--- config.mk ---
export PLATFORM = sky130hd
export DESIGN_NAME = muldiv_unit
export DESIGN_NICKNAME = d
export VERILOG_FILES = /design/src/rtl/muldiv_pkg.sv /design/src/rtl/muldiv_sign_fix.sv /design/src/rtl/muldiv_unit.sv
export SDC_FILE = /design/constraint.sdc
export NUM_CORES = 1
export LEC_CHECK = 0
export CAP_MARGIN = 20
export CORE_ASPECT_RATIO = 0.9
export CORE_MARGIN = 2
export CORE_UTILIZATION = 60
export CTS_CLUSTER_DIAMETER = 200
export DETAILED_ROUTE_END_ITERATION = 12
export GPL_TIMING_DRIVEN = 0
export PLACE_DENSITY = 0.81
export REMOVE_ABC_BUFFERS = 1
export SLEW_MARGIN = 40
export SYNTH_ARGS = -nofsm -noshare
export SYNTH_HDL_FRONTEND = slang
export SYNTH_SLANG_ARGS = --single-unit
--- constraint.sdc ---
create_clock -name clk -period 16.3 [get_ports clk]
set_input_delay 1.63 -clock clk [delete_from_list [all_inputs] [get_ports clk]]
set_output_delay 1.63 -clock clk [all_outputs]
set_load 0.02 [all_outputs]
--- src/rtl/muldiv_pkg.sv ---
// Shared definitions for the iterative RV32M multiply/divide unit:
// operand width, funct3 operation codes and the sequencer state type.
package muldiv_pkg;

  localparam int XLEN = 32;

  localparam logic [2:0] F3_MUL    = 3'b000;
  localparam logic [2:0] F3_MULH   = 3'b001;
  localparam logic [2:0] F3_MULHSU = 3'b010;
  localparam logic [2:0] F3_MULHU  = 3'b011;
  localparam logic [2:0] F3_DIV    = 3'b100;
  localparam logic [2:0] F3_DIVU   = 3'b101;
  localparam logic [2:0] F3_REM    = 3'b110;
  localparam logic [2:0] F3_REMU   = 3'b111;

  typedef enum logic [1:0] {
    S_IDLE = 2'd0,
    S_CALC = 2'd1,
    S_DONE = 2'd2
  } state_t;

endpackage

--- src/rtl/muldiv_sign_fix.sv ---
// Conditional two's-complement negate; used both to take operand
// magnitudes and to restore the sign of a result.
module muldiv_sign_fix #(
  parameter int W = 32
) (
  input  logic [W-1:0] val,
  input  logic         neg,
  output logic [W-1:0] res
);

  function automatic logic [W-1:0] negate(input logic [W-1:0] v);
    return ~v + {{(W-1){1'b0}}, 1'b1};
  endfunction

  assign res = neg ? negate(val) : val;

endmodule

--- src/rtl/muldiv_unit.sv ---
// Iterative RV32M multiply/divide unit: 32-cycle shift-add multiply and
// restoring divide on operand magnitudes, with a one-cycle writeback pulse.
module muldiv_unit
  import muldiv_pkg::*;
#(
  parameter int XLEN = 32
) (
  input  logic            clk,
  input  logic            rst_n,
  input  logic            start,
  input  logic            kill,
  input  logic [2:0]      funct3,
  input  logic [XLEN-1:0] rs1_data,
  input  logic [XLEN-1:0] rs2_data,
  input  logic [4:0]      rd_in,
  output logic            busy,
  output logic            wb_valid,
  output logic [4:0]      wb_rd,
  output logic [XLEN-1:0] wb_data
);

  localparam int DW = 2 * XLEN;

  state_t            state_q, state_d;
  logic [4:0]        cnt_q;
  logic [2:0]        op_q;
  logic [XLEN-1:0]   opnd_q;
  logic [DW-1:0]     prod_q;
  logic              neg_res_q;
  logic [4:0]        rd_q;
  logic [XLEN-1:0]   wb_data_q;
  logic [4:0]        wb_rd_q;

  logic signed [XLEN-1:0] rs1_s, rs2_s;
  logic              is_div_in, a_signed, b_signed, neg_a, neg_b;
  logic [XLEN-1:0]   mag_a, mag_b;
  logic              div_zero, div_ovf, special;
  logic [XLEN-1:0]   special_res;
  logic              accept, last;

  logic [XLEN:0]     mul_sum, div_trial;
  logic [DW-1:0]     prod_nxt, res_raw, res_fix;
  logic [XLEN-1:0]   calc_res;

  // Operand decode and magnitudes, used only in the accepting cycle
  assign rs1_s     = rs1_data;
  assign rs2_s     = rs2_data;
  assign is_div_in = funct3[2];
  assign a_signed  = (funct3 == F3_MULH) || (funct3 == F3_MULHSU) ||
                     (funct3 == F3_DIV)  || (funct3 == F3_REM);
  assign b_signed  = (funct3 == F3_MULH) || (funct3 == F3_DIV) || (funct3 == F3_REM);
  assign neg_a     = a_signed && (rs1_s < 0);
  assign neg_b     = b_signed && (rs2_s < 0);

  muldiv_sign_fix #(.W(XLEN)) u_mag_a (.val(rs1_data), .neg(neg_a), .res(mag_a));
  muldiv_sign_fix #(.W(XLEN)) u_mag_b (.val(rs2_data), .neg(neg_b), .res(mag_b));

  assign div_zero = (rs2_data == '0);
  assign div_ovf  = ((funct3 == F3_DIV) || (funct3 == F3_REM)) &&
                    (rs1_data == {1'b1, {(XLEN-1){1'b0}}}) && (rs2_data == '1);
  assign special  = is_div_in && (div_zero || div_ovf);

  always_comb begin
    special_res = '0;
    if (div_zero)
      special_res = funct3[1] ? rs1_data : '1;
    else
      special_res = funct3[1] ? '0 : rs1_data;
  end

  assign accept = (state_q == S_IDLE) && start && !kill;
  assign last   = (state_q == S_CALC) && (cnt_q == 5'd31);

  always_comb begin
    state_d = state_q;
    case (state_q)
      S_IDLE:  if (accept) state_d = special ? S_DONE : S_CALC;
      S_CALC:  if (last)   state_d = S_DONE;
      S_DONE:  state_d = S_IDLE;
      default: state_d = S_IDLE;
    endcase
    if (kill) state_d = S_IDLE;
  end

  always_ff @(posedge clk or negedge rst_n) begin
    if (!rst_n) state_q <= S_IDLE;
    else        state_q <= state_d;
  end

  assign busy     = (state_q != S_IDLE);
  assign wb_valid = (state_q == S_DONE) && !kill;
  assign wb_rd    = wb_rd_q;
  assign wb_data  = wb_data_q;

  // One iteration: prod_q holds {hi, lo} for multiply, {remainder, quotient} for divide
  always_comb begin
    mul_sum   = {1'b0, prod_q[DW-1:XLEN]} + (prod_q[0] ? {1'b0, opnd_q} : '0);
    div_trial = {prod_q[DW-1:XLEN], prod_q[XLEN-1]} - {1'b0, opnd_q};
    prod_nxt  = {mul_sum, prod_q[XLEN-1:1]};
    if (op_q[2])
      prod_nxt = div_trial[XLEN] ? {prod_q[DW-2:0], 1'b0}
                                 : {div_trial[XLEN-1:0], prod_q[XLEN-2:0], 1'b1};
  end

  // Sign restore is done in 64 bits so one negator serves product, quotient and remainder
  assign res_raw = op_q[2] ? {{XLEN{1'b0}}, (op_q[1] ? prod_nxt[DW-1:XLEN] : prod_nxt[XLEN-1:0])}
                           : prod_nxt;

  muldiv_sign_fix #(.W(DW)) u_res (.val(res_raw), .neg(neg_res_q), .res(res_fix));

  assign calc_res = (op_q[2] || (op_q[1:0] == 2'b00)) ? res_fix[XLEN-1:0] : res_fix[DW-1:XLEN];

  always_ff @(posedge clk or negedge rst_n) begin
    if (!rst_n) begin
      cnt_q     <= '0;
      op_q      <= '0;
      opnd_q    <= '0;
      prod_q    <= '0;
      neg_res_q <= 1'b0;
      rd_q      <= '0;
      wb_data_q <= '0;
      wb_rd_q   <= '0;
    end else if (accept) begin
      cnt_q     <= '0;
      op_q      <= funct3;
      rd_q      <= rd_in;
      opnd_q    <= is_div_in ? mag_b : mag_a;
      prod_q    <= {{XLEN{1'b0}}, (is_div_in ? mag_a : mag_b)};
      neg_res_q <= (is_div_in && funct3[1]) ? neg_a : (neg_a ^ neg_b);
      if (special) begin
        wb_data_q <= special_res;
        wb_rd_q   <= rd_in;
      end
    end else if ((state_q == S_CALC) && !kill) begin
      prod_q <= prod_nxt;
      cnt_q  <= cnt_q + 5'd1;
      if (last) begin
        wb_data_q <= calc_res;
        wb_rd_q   <= rd_q;
      end
    end
  end

endmodule

==> summary.md, run 1 <==
| Metric | Value |
|---|---|
| CP Launch Point | prod_q[31] |
| Worst-path fanout max | 40 |
| Clock slew at reported path FFs | ~0.070 ns |
| Multi-input logic area | 0.0123 mm^2 |
| CTS Sinks | 149 |
| Share of cells above drive strength 1 | 0.0660 |
| Max cap viols | 0 |
| Cell taking the most area after synthesis | dfrtp_1 |
| Final worst path period need | 6.99 ns |
| Final Skew | 0.0172 ns |
| Mux cell area share after synthesis | 0.0413 |
| Buf/Inv on CP | 2 |
| First drt pass iteration count | 6 |
| Critical path depth in cells | 20 |
| DPL Wire Length | 49,900 um |
| Antenna-violating nets left | 0 |
| Yosys reg bits | 149 |
| Initial antenna violation count | 0 |
| Slew HR | 0.411 |
| Post-synthesis xor/xnor area fraction | 0.0644 |
| Top Ports | around 120 |
| Wire length per cell | 23.1 um |
| Core box area | 0.0278 mm^2 |
| Final core occ | 0.684 |
| Outcome | complete, no violations |
| Synthesized area | 0.0169 mm^2 |
| Crit path launch type | register |
| Die ar. | 0.0295 mm^2 |
| Simple-gate area share of the yosys netlist | 0.266 |
| Yosys warnings | 0 |
| Worst path required time | approximately 17 ns |
| Largest net degree at the start of global routing | slightly above 100 |
| Max Fclk | 143 MHz |
| # Post-CTS Setup Buffers | 0 |
| CTS resizes | 0 |
| Max clock buf depth | 2 |
| PD cells | 173 mW/mm^2 |
| CTS H-tree lvls | 4 |
| GRT Overall Usage | 0.427 |
| Syn Inst Count | about 2.4k |
| Area delta synth->final | 12.7% |
| Reg2Reg Depth | 20 |
| Vias per Instance | 6.79 |
| Adder-Cell Fraction of Synth Area | 0.0543 |
| Die width | 181 um |
| Die height | 163 um |
| Top post-synthesis cells by area | dfrtp_1, a21oi_1, nand2_1 |
| Routed via count | about 19k |
| Fillers | about 2.4k |
| DRC errors left | 0 |
| FP Rows | 58 |
| Main combinational cell family by area after synthesis | compound AO/OA/AOI/OAI gates |
| Buffers added on ports | 114 |
| Distinct cells, synth | between 90 and 100 |
| Part of the cycle the worst path needs | 0.429 |
| Final Wtd Congestion | 1.00 |
| Worst-Margin Slew | 0.882 ns |
| Pleak | 7.81 nW |
| Number of global-route vias before repair | roughly 17k |
| FF-to-FF Start | prod_q[31] |
| Hold path depth | 2 |
| Root Buffer | clkbuf_16 |
| RSZ-0062 raised after global routing | false |
| Slowest CP cell | or3_1 |
| Setup Viol. Count Final | 0 |
| Kind of cell adding the most delay to the critical path | compound AO/OA/AOI/OAI gates |
| Sequential-to-total area share from yosys stat | 0.221 |
| CTS Hold Bufs | 0 |
| Final hold violation count | 0 |
| Slew Viols, Final | 0 |
| Ys flop type | dfrtp_1 |
| Synth async-reset ratio | 1.00 |
| Initial Util | 0.607 |
| Register area | around 0.0037 mm^2 |
| CTS Buf Count | 17 |
| Hold WC Path Type | register to register |
| Hold wc startpoint | rd_q[1] |
| Critical path type | register to register |
| Nets | 2,559 |
| Crit path arrival time | 7.39 ns |
| WL final | 64,200 um |
| Maximum VDD drop | 0.0790 mV |
| DRT iter0 DRCs | 2,504 |
| Post-synthesis compound-gate area fraction | 0.300 |
| Syn_area_per_cell | 7.04 um^2 |
| Grt total ovfl | 0 |
| CTS tree | yes |
| Crit path cell chain | inv_1 -> ha_1 -> inv_1 -> fa_1 -> a211oi_2 -> o211ai_2 -> a21o_1 -> o211ai_2 -> nand3_2 -> nand2_4 -> o21ai_0 -> a31oi_1 -> ha_1 -> o31a_1 -> and4b_1 -> nand3_2 -> or3_1 -> mux2i_1 -> a221oi_1 -> a211o_1 |
| Clk Latency, worst-skew pair | 0.46 ns |
| Final TNS setup | 0 ns |
| First-pass GRT wire length | 97,700 um |
| Number of synthesized flops with an enable pin | 0 |
| Crit path largest cell delay | 0.71 ns |
| Antenna diodes | 0 |
| Area fraction of the dominant cell type after synthesis | 0.221 |
| Endpoint class of the critical path | register |
-- cells in the mapped netlist (6+ instances only) --
master      n
a211o_1    11
a211oi_1   20
a21o_1     33
a21oi_1   276
a221oi_1   13
a22o_1      9
a31oi_1    23
and2_1     55
and3_1     19
and4_1     13
buf_1      16
buf_2      17
clkbuf_1  118
dfrtp_1   149
ha_1       70
inv_1      68
mux2_2     20
mux2i_1    47
nand2_1   306
nand2b_1   15
nand3_1    44
nand4_1    30
nor2_1    260
nor2b_1    27
nor3_1     81
nor3b_1     6
nor4_1     16
o211ai_1   62
o21a_1     14
o21ai_0   228
o21ai_1     8
o21bai_1    6
o221ai_1   10
o31ai_1    23
or2_2      10
or3_1      17
or4_1       6
xnor2_1    84
xor2_1     40
-- state kept, by name (all words and copies together) (netlist names) --
| name | cells |
|---|---|
| rd_q | 5 |
| prod_q | 64 |
| wb_data | 32 |
| cnt_q | 5 |
| neg_res_q | 1 |
| opnd_q | 32 |
| wb_rd | 5 |
| op_q | 3 |
| state_q | 2 |
-- report_power, final --
part           internal [W]  switching, W  leakage (nW)
registers          0.000453      0.000149          1.95
clock network      0.000246      0.000186         0.297
logic              0.000758       0.00150          5.57
total               0.00146       0.00184          7.81
-- final cells by class --
class                      instances  share of cell area
multi-input combinational       2020               0.649
tap                              360              0.0237
sequential                       149               0.197
timing repair buffer             152              0.0836
clock buffer                      18              0.0226
inverter                          71              0.0142
clock inverter                    14             0.00975
-- per-layer routing --
layer  part of all wire  track usage  wire length, um  up-vias
met5                  0            0                0        -
li1                   -            -                -     8718
met2               0.41        0.615            26300     1167
met1               0.41        0.582            26600     8870
met3               0.14        0.156             8800      153
met4              0.039        0.166             2530        0
-- logic make-up (layout without fill, tap and decap cells) --
| group | count (synthesis) | count (layout) |
|---|---|---|
| xor gates and xnor gates | 124 | 124 |
| muxes | 67 | 67 |
| buffers and inverters | 226 | 255 |
| and+or+nand+nor | 938 | 938 |
| DFF | 149 | 149 |
| AOI/OAI and AO/OA | 819 | 819 |
| adders and majority gates | 72 | 72 |
-- per-stage QoR --
stage	worst slack, ns	std cells	total power [W]	instance area (um^2)	hold WS [ns]
global route	9.21	2784	0.00348	19000	0.492
CTS	9.63	2784	0.00318	19000	0.472
finish	9.31	2784	0.00330	19000	0.466
detailed placement	9.70	2752	0.00274	18400	0.454
global placement	-7.26	2714	0.00267	17800	0.449
floorplan	4.04	2240	0.00204	16200	0.436
-- tightest hold or removal path: stages, from the launching register on --
cell     delay (ns)
dfrtp_1        0.32
nand2_1        0.04
nand2_1        0.07
-- path summary, 6_finish.rpt --
path / to / slack, ns
min in group asynchronous: opnd_q[0] / 1.01
setup / recovery: wb_data[8] / 9.31
hold reg to reg: rd_q[1] / 0.47
setup reg to reg: wb_data[8] / 9.31
max in group asynchronous: op_q[2] / 14.61
hold / removal: rd_q[1] / 0.47
-- placed cells by master, fill, tap and decap left out, types with 30 or more instances in the layout --
cell type          n
nand2_1          304
a21oi_1          276
nor2_1           255
o21ai_0          227
dfrtp_1          145
clkdlybuf4s50_1  111
xnor2_1           84
nor3_1            80
ha_1              70
inv_1             68
o211ai_1          62
and2_1            53
mux2i_1           47
nand3_1           44
xor2_1            40
a21o_1            33
nand4_1           30
Note: power is estimated with default switching activity, not from simulation.
==> inputs of run 2 (changes only) <==
- CORE_UTILIZATION: 60 -> 56
- PLACE_DENSITY: 0.81 -> 0.79
- clock period: 16.3 -> 5.7 ns (I/O delays scaled with it)
==> run 2 against run 1 <==
  * Worst setup slack worse by 9.2 ns
  * Worst hold slack gained 0.0061 ns
  * Register-to-register slack worse by 9.2 ns
  * Global-route usage shrank 1.5 points
  * First-iteration DRC count is 5.3% higher
  * Sequential cell count unchanged
  * Fmax is 25% higher
  * Final cell count rose by 2.5%
  * Final area increased by 1.8%
  * Critical path depth is 4 lower
  * Sequential share of layout area is 0.32 points lower
  * Clock power increased to 2.6 times the previous value
  * Critical endpoint is now wb_data[31]
  * Largest cell class unchanged
  * Highest routed layer unchanged
==> summary.md, run 2 (synthesis results as in run 1) <==
| Metric | Value |
|---|---|
| Final Wtd Congestion | 1.00 |
| Vias per Instance | 6.64 |
| CP endpoint | wb_data[31] |
| Antenna diodes | 0 |
| FF-to-FF Start | prod_q[0] |
| Worst-path fanout max | 35 |
| Critical path type | register to register |
| Top Ports | 115 |
| Most frequent cells in the layout | nand2_1, a21oi_1, nor2_1 |
| Hold WC Path Type | register to register |
| DPL Wire Length | 50,800 um |
| Routed via count | approximately 19k |
| Die height | around 170 um |
| CP Launch Point | prod_q[0] |
| Worst reg2reg setup slack | 0.12 ns |
| Comb power frac | 0.704 |
| DRT iter0 DRCs | 2,636 |
| Fillers | around 2.7k |
| Clock slew at reported path FFs | roughly 0.080 ns |
| Pleak | between 7 and 8 nW |
| Max cap viols | 0 |
| Core box area | 0.0297 mm^2 |
| First drt pass iteration count | 6 |
| Crit path launch type | register |
| Worst R2R End | wb_data[31] |
| Wire length per cell | between 20 and 25 um |
| Number of global-route vias before repair | 17.0k |
| WL final | 66,400 um |
| Antenna-violating nets left | 0 |
| Reg power frac | 0.178 |
| Area delta synth->final | 14.6% |
| Total net switching power | 0.00545 W |
| Initial Util | 0.567 |
| Crit path arrival time | between 5 and 6 ns |
| Dpl ws | -1.08 ns |
| Hold_ws | between 0.4 and 0.5 ns |
| Nets | 2,585 |
| CTS Buf Count | 17 |
| Switching Share | 0.564 |
| Fin worst setup slack | 0.121 ns |
| Most common cell after layout, fill and taps aside | nand2_1 |
| CTS H-tree lvls | 4 |
| Maximum VDD drop | between 0.2 and 0.3 mV |
| Grt total ovfl | 0 |
| First-pass GRT wire length | ~100,000 um |
| Cell-internal power | approximately 0.0042 W |
| Max Fclk | 179 MHz |
| Multi-input logic area | 0.0125 mm^2 |
| Die ar. | approximately 0.032 mm^2 |
| Clk Latency, worst-skew pair | 0.46 ns |
| Setup Viol. Count Final | 0 |
| CTS Sinks | 149 |
| GRT Overall Usage | 0.413 |
| Final Skew | 0.0162 ns |
| Worst path required time | about 6.0 ns |
| Reg2Reg Depth | 16 |
| Share of cells above drive strength 1 | 0.0820 |
| DRC errors left | 0 |
| Root Buffer | clkbuf_16 |
| Outcome | complete, no violations |
| Die width | 187 um |
| Largest net degree at the start of global routing | 98 |
| Max clock buf depth | 2 |
| Part of the cycle the worst path needs | 0.979 |
| CTS tree | yes |
| PD cells | 499 mW/mm^2 |
| RSZ-0062 raised after global routing | false |
| FP Rows | 60 |
| Worst-Margin Slew | 0.896 ns |
| Final hold violation count | 0 |
| Largest register by flop count | prod_q |
| Endpoint class of the critical path | register |
| Initial antenna violation count | 2 |
| Buffers added on ports | approximately 110 |
| Max reg flops | 64 |
| Register area | roughly 0.0037 mm^2 |
| Slew HR | 0.403 |
| Slew Viols, Final | 0 |
| Clk pwr share | 0.118 |
| Final worst path period need | 5.58 ns |
run 2: cell types whose count changed in the layout (fill, tap and decap cells not counted), sizes merged:
cell         delta
buf            +24
nand2           +1
bufinv          -3
clkinv          +2
dlygate4sd3     +1
clkinvlp        +1
run 2: power groups by stage:
stage | Clock (W) | Combinational [W] | Sequential (W)
after floorplan | 0 | 0.00427 | 0.00157
after global placement | 0 | 0.00598 | 0.00174
after detailed placement | 0 | 0.00620 | 0.00170
after CTS | 0.00114 | 0.00642 | 0.00168
after global routing | 0.00118 | 0.00726 | 0.00174
final | 0.00114 | 0.00679 | 0.00172
run 2: metal layers:
metal | part of all wire | routed length (um) | vias to the layer above | track usage
met1 | 0.42 | 27600 | 8843 | 0.576
met4 | 0.040 | 2650 | 0 | 0.162
met5 | 0 | 0 | - | 0
li1 | - | - | 8784 | -
met2 | 0.41 | 27200 | 1169 | 0.598
met3 | 0.13 | 8900 | 147 | 0.122
run 2: worst min-delay path by stage:
stage,from,end,cells past startpoint
after floorplan,rst_n,cnt_q[0],0
after detailed placement,rst_n,opnd_q[0],1
after global placement,rd_q[2],rd_q[2],2
final,rd_q[3],rd_q[3],2
after global routing,rd_q[0],rd_q[0],2
after CTS,rd_q[4],rd_q[4],2
run 2: worst max-delay path: stages (launching register included):
cell and delay (ns):
dfrtp_4 0.64, and2_1 0.21, ha_1 0.23, fa_1 0.45, a211o_1 0.31, a21oi_1 0.33
o21ba_2 0.26, o21ai_0 0.11, mux2_2 0.36, nor4_2 0.57, a41oi_1 0.26, or3_1 0.39
or2_1 0.34, a2111oi_2 0.54, nand3_1 0.17, mux2i_1 0.19, a21oi_1 0.09
run 2: timing repair:
item                                   CTS  global route
endpoints found under the hold margin   20             0
gates cloned                             1             0
setup buffers                           13            10
hold buffers                             1             0
setup endpoints to repair               32            28
pin swaps                                8             6
resized for setup                       15             9
run 2: per-stage QoR:
stage	total power, W	area (um^2)	util	instances	TNS (ns)
3_5_place_dp	0.00789	18400	0.620	2796	-19.06
6_report	0.00965	19300	0.650	2853	0
2_1_floorplan	0.00583	16200	-	2240	-456.41
3_3_place_gp	0.00772	17900	0.601	2757	-1778.59
5_1_grt	0.0102	19300	0.650	2853	0
4_1_cts	0.00924	19200	0.646	2843	0
run 2: final cells by class:
cell class	instances	share of cell area
Clock inverter	14	0.00693
Sequential cell	149	0.194
Multi-Input combinational cell	2021	0.645
Inverter	71	0.0139
Clock buffer	18	0.0227
Tap cell	403	0.0261
Timing Repair Buffer	177	0.0919
